===== src/rtl/shift_left_unit.sv =====
// Logical left-shift unit: combinational barrel shifter with lost-bit detection plus a registered stage.
// Optional feature: define SHIFT_LEFT_SAT_EN to saturate the result to all ones when bits are lost.
module shift_left_unit #(
    parameter int WIDTH = 32,
    parameter int SHAMT = 2,
    parameter int SHW   = 5
) (
    input  logic             Clk,
    input  logic             Reset,
    input  logic [WIDTH-1:0] in,
    input  logic             dyn_en,
    input  logic [SHW-1:0]   dyn_shamt,
    input  logic             in_valid,
    output logic [WIDTH-1:0] out,
    output logic             lost,
    output logic [WIDTH-1:0] out_q,
    output logic             lost_q,
    output logic             out_valid
);

    localparam int NSTG = (WIDTH > 1) ? $clog2(WIDTH) : 1;
    // WIDTH always fits in SHW+1 bits because 2**SHW >= WIDTH
    localparam logic [SHW:0] WLIM = (SHW + 1)'(WIDTH);

    logic [SHW-1:0]   amount;
    logic [WIDTH-1:0] shifted;
    logic [WIDTH-1:0] mask;
    logic             lost_raw;
    logic             over;

    always_comb begin
        amount   = dyn_en ? dyn_shamt : SHW'(SHAMT);
        shifted  = in;
        mask     = '0;
        lost_raw = 1'b0;
        over     = ({1'b0, amount} >= WLIM);
        // Each stage drops its top 2**k bits; the union across stages is the top 'amount' bits of in
        for (int unsigned k = 0; k < NSTG; k++) begin
            if (amount[k]) begin
                mask     = ~({WIDTH{1'b1}} >> (1 << k));
                lost_raw = lost_raw | (|(shifted & mask));
                shifted  = shifted << (1 << k);
            end
        end
        if (over) begin
            shifted  = '0;
            lost_raw = |in;
        end
    end

    assign lost = lost_raw;

`ifdef SHIFT_LEFT_SAT_EN
    assign out = lost_raw ? '1 : shifted;
`else
    assign out = shifted;
`endif

    always_ff @(posedge Clk) begin
        if (Reset) begin
            out_q     <= '0;
            lost_q    <= 1'b0;
            out_valid <= 1'b0;
        end else begin
            out_valid <= in_valid;
            if (in_valid) begin
                out_q  <= out;
                lost_q <= lost;
            end
        end
    end

endmodule


===== config.mk =====
export PLATFORM = sky130hd
export DESIGN_NAME = shift_left_unit
export DESIGN_NICKNAME = d
export VERILOG_FILES = /design/src/rtl/shift_left_unit.sv
export SDC_FILE = /design/constraint.sdc
export NUM_CORES = 1
export LEC_CHECK = 0
export CORE_MARGIN = 3
export CORE_UTILIZATION = 44
export DETAILED_ROUTE_END_ITERATION = 16
export PLACE_DENSITY = 0.78
export SYNTH_ARGS = -nofsm -noshare
export SYNTH_HDL_FRONTEND = slang
export SYNTH_SLANG_ARGS = --single-unit

===== constraint.sdc =====
create_clock -name Clk -period 2.64 [get_ports Clk]
set_clock_uncertainty 0.05 [all_clocks]
set_input_delay 0.396 -clock Clk [delete_from_list [all_inputs] [get_ports Clk]]
set_output_delay 0.396 -clock Clk [all_outputs]
set_load 0.005 [all_outputs]

==> impl_results.md, run 1 <==
* Routability cong. at 1.00
* Syn nets at 486
* Status: aborted with a tool error
* Synthesized area per cell at 8.05 sq um
* Clock root cell: clkbuf_8
* Post-DP Area at 5800 sq um
* CTS Buf Count at 5
* Number of flops mapped to enable cells by yosys at 0
* Worst endpoint after global-route timing repair: lost
* Post-synthesis simple-gate area fraction at 20.2%
* Hpwl dp at 12100 microns
* Synth Area in Adders at 0%
* Initial Utilization at 45.9%
* Sequential area share after synthesis at 19.0%
* Max Root-Sink Buffers at 2
* Post-synthesis compound-gate area fraction at 24.0%
* Largest family of logic cells by synthesized area: multiplexers
* Error: [ERROR GRT-0232] Routing congestion too high. Check the congestion heatmap in the GUI.
* Clock sinks at 34
* Post-synth top area share at 19.0%
* Cell area after synthesis at 3580 sq um
* Post-Synth XOR/XNOR Area at 0%
* Flops & latches, synth at 34
* H-tree levels at 2
* Ys async rst share at 0%
* Netlist cell types at 53
* Pin count of the biggest net entering global routing at 44
* Most area-consuming cells after synthesis: dfxtp_1 (19%), mux2i_1 (15%), mux4_2 (8.8%)
* Synthesis Warnings at 0
* Chip Width at 96.2 microns
* GRT Overall Usage at 65.4%
* Failed at: 5_1_grt
* Hold_buf cts at 0
* Die height at 96.2 microns
* Synth Flop Type: dfxtp_1
* Synth area leader: dfxtp_1
* Cell Rows at 32
* IO buf count at 107
* Total I/O pin count at 108
* Synthesized instance count at 445
* Mux cell area share after synthesis at 30.2%
* GR Overflow Total at 1
* Worst endpoint type: primary output
-- synthesized netlist by cell type (2+ instances only) --
cell type,count
and2_1,5
a21oi_1,20
o21ai_0,17
a22oi_1,4
a22o_1,4
a31o_2,2
clkbuf_1,20
a221oi_1,3
nand3_1,8
o21a_1,3
a31oi_1,4
nor2_1,57
buf_6,2
nand4_1,2
nor3b_1,3
o32ai_1,2
and3b_1,3
o2bb2ai_1,5
nand3b_1,6
mux2i_1,53
mux2_2,21
or2_2,4
nor2b_1,5
o22ai_1,20
o211ai_1,3
buf_2,19
a211oi_1,26
a2111oi_0,3
and3_1,7
inv_1,8
nor3_1,8
nor4_1,4
mux4_2,14
nand2_1,24
dfxtp_1,34
nand2b_1,5
-- per-layer routing --
metal	overflow	track usage (%)
met1	0	67.0
met2	1	83.2
met3	0	48.3
met4	0	62.0
met5	0	8.33
-- logic make-up after synthesis --
| group | count (synthesis) |
|---|---|
| buffers and inverters | 51 |
| and+or+nand+nor | 146 |
| DFF | 34 |
| muxes | 88 |
| AOI/OAI and AO/OA | 126 |
-- through the flow --
step	setup TNS [ns]	worst slack [ns]	instances
after CTS	-1.18	-0.162	829
after detailed placement	-40.44	-1.13	770
after floorplan	0	0.00320	445
after global placement	-36.11	-1.01	770
-- what timing repair did --
action | in CTS
resized for setup | 289
setup buffers | 50
pin swaps | 48
setup endpoints to repair | 56
gates cloned | 5
endpoints found under the hold margin | 0
==> run 2, diff against run 1 <==
CORE_UTILIZATION = 40   (was 44)
PLACE_DENSITY = not set   (was 0.78)
PLACE_DENSITY_LB_ADDON = 0.15   (was not set)
clock period = 3.4 ns   (was 2.64 ns; I/O delays follow)
==> run 2 against run 1 <==
  * The flow now finishes without violations
  * Synthesized area did not move
  * Synthesized cell count did not move
==> impl_results.md, run 2 <==
* Synthesized instance count at 445 (unchanged)
* Hold_buf cts at 0 (unchanged)
* H-tree levels at 2 (unchanged)
* Clock root cell: clkbuf_8 (unchanged)
* Final-report setup violation count at 0
* Netlist cell types at 53 (unchanged)
* Die area at 10100 sq um
* Area Growth Syn to Fin at 72.8%
* Worst Hold Path Cells at 2
* Cell Rows at 33 (was 32)
* Most flops, register: out_q
* Synth area leader: dfxtp_1 (unchanged)
* Hold Path Class: reg2reg
* Startpoint types: input pin
* Chip Width at 101 microns (was 96.2 microns)
* Routed via count at 4544
* Drt total wl at 14300 microns
* Most frequent cells in the layout: buf_4 (155), clkdlybuf4s50_1 (79), nor2_1 (56), mux2i_1 (50), dfxtp_1 (34)
* Total I/O pin count at 108 (unchanged)
* Ys async rst share at 0% (unchanged)
* Synthesis Warnings at 0 (unchanged)
* N_diodes at 0
* First-pass GRT wire length at 22700 microns
* Commonest non-fill, non-tap cell in the layout: buf_4
* Drt drc at 0
* PwrDens at 270 nW/um^2
* Hpwl dp at 11200 microns (was 12100 microns)
* NetSw at 0.000571 W
* Hold_sp: out_q[11]
* Vias/cell at 5.77
* FMAX at 300 MHz
* Routability cong. at 0.923 (was 1.00)
* Reg2reg start: lost_q
* GRT Overall Usage at 27.7%
* Flops & latches, synth at 34 (unchanged)
* Clock sinks at 34 (unchanged)
* Largest registers: out_q: 32 flops, lost_q: 1 flops, out_valid: 1 flops
* Vias in the first global route at 4501
* GR Overflow Total at 0
* IO buf count at 107 (unchanged)
* Pin count of the biggest net entering global routing at 44
* Internal at 0.00110 W
* CTS Buf Count at 5 (unchanged)
* Min-Delay Endpoint: out_q[11]
* Measured slew at the worst slew-check pin at 0.971 ns
* Post-synth top cells: nor2_1 (57), mux2i_1 (53), dfxtp_1 (34) (unchanged)
* Number of flops mapped to enable cells by yosys at 0 (unchanged)
* Synthesized area per cell at 8.05 sq um (unchanged)
* Cell area after synthesis at 3580 sq um (unchanged)
* Clk_lat worst skew at 0.28 ns
* DRT antenna net count at 0
* Max Root-Sink Buffers at 2 (unchanged)
* Initial antenna violation count at 0
* Initial Utilization at 42.3% (was 45.9%)
* Fin crit share at 98.0%
* Post-synth top area share at 19.0% (unchanged)
* Clock power share at 18.7%
* WHS at 0.427 ns
* Area of the core at 8460 sq um
* Switching Fraction at 34.1%
* R2R Path End: lost_q
* Slew Limit Fails at 0
* Top-count cell post-synth: nor2_1 (unchanged)
* Final Core Density at 73.1%
* Max Cap Viol at 0
* Minimum clock period at 3.33 ns
* Sequential area share after synthesis at 19.0% (unchanged)
* PnR worst setup slack at 0.0665 ns
* Syn nets at 486 (unchanged)
* Reg power frac at 26.6%
* Clk pin slew, worst setup/hold paths at 0.07 ns
* First-iteration detailed-routing DRC count at 317
* Crit path capture type: primary output
* Fin nets at 723
* Fraction of layout cells with a size suffix above 1 at 37.3%
* Hold Fails Final Rpt at 0
* Number of flip-flops in the largest register at 32
* Synth Flop Type: dfxtp_1 (unchanged)
* Worst Reg-to-Reg Cells at 3
* Status: finished clean (was aborted with a tool error)
* Leakage at 2.76 nW
* Most area-consuming cells after synthesis: dfxtp_1 (19%), mux2i_1 (15%), mux4_2 (8.8%) (unchanged)
* TritonRoute pass-1 iters at 5
* WP data arrival at 2.77 ns
* CP max FO at 5
* Setup TNS at 0 ns
* Reg2reg setup slack at 2.55 ns
* Die height at 101 microns (was 96.2 microns)
* Wire per inst at 18.2 microns
* Unrepaired setup endpoints after global routing: true
* DP Worst Slack at -0.575 ns (was -1.13 ns)
* Max VDD drop at 0.000182 V
* Slew HR at 35.3%
* Comb power frac at 54.7%
* Setup CP Type: in2out
* CTS tree: yes
* Critical Path RT at 2.84 ns
-- run 2: worst max path at each step --
stage | startpoint | endpoint | slack [ns]
4_1_cts | dyn_en | out[20] | -0.04
3_3_place_gp | dyn_en | lost | -0.47
6_report | in[15] | out[27] | 0.07
3_5_place_dp | dyn_en | lost | -0.57
2_1_floorplan | dyn_en | lost | 0.54
5_1_grt | in[15] | lost | -0.08
-- run 2: logic make-up after synthesis --
| family | count (synthesis) | share of synthesized area, % |
|---|---|---|
| mux | 88 | 30.2 |
| compound gates | 126 | 24.0 |
| buf+inv | 51 | 6.53 |
| simple gates | 146 | 20.2 |
| flops | 34 | 19.0 |
-- run 2: power by group through the flow --
stage               Clock, W  Combinational (W)  Sequential [W]
floorplan                  0           0.000363        0.000455
global placement           0           0.000851        0.000452
detailed placement         0           0.000858        0.000453
CTS                 0.000316           0.000886        0.000444
global route        0.000338           0.000979        0.000448
finish              0.000313           0.000914        0.000444
-- run 2: cell type report --
cell class / count / area, sq um
repair buffers: 273 / 2370
clock buffers: 7 / 86.3
clock inverters: 1 / 5.00
flip-flops and latches: 34 / 681
fillers: 652 / 2280
inverters: 8 / 30.0
multi-input cells: 360 / 2880
well taps: 105 / 131
-- run 2: critical path, stage by stage --
cell,delay (ns)
clkdlybuf4s50_1,0.43
buf_4,0.17
mux2_2,0.27
buf_4,0.14
o221a_2,0.29
buf_4,0.14
mux2_2,0.26
mux2_2,0.29
dlygate4sd2_1,0.27
-- run 2: per-layer routing --
| layer | track usage [%] | vias to the layer above | part of all wire [%] |
|---|---|---|---|
| met1 | 37.3 | 2166 | 43 |
| met3 | 5.54 | 20 | 7.4 |
| li1 | - | 2168 | - |
| met2 | 46.0 | 190 | 48 |
| met5 | 0 | - | 0 |
| met4 | 5.91 | 0 | 1.3 |
-- run 2: timing repair --
action / 4_1_cts / 5_1_grt
buffers inserted: 7 / 3
setup endpoints to repair: 33 / 20
gates resized for setup: 56 / 30
pin swaps: 8 / 7
-- run 2: metrics by stage --
stage	cells	total power, W	instance area (sq um)
6_report	788	0.00167	6190
5_1_grt	788	0.00176	6190
4_1_cts	785	0.00165	6070
3_5_place_dp	770	0.00131	5780
3_3_place_gp	770	0.00130	5780
2_1_floorplan	445	0.000817	3580
Note: power is estimated with default switching activity, not from simulation.
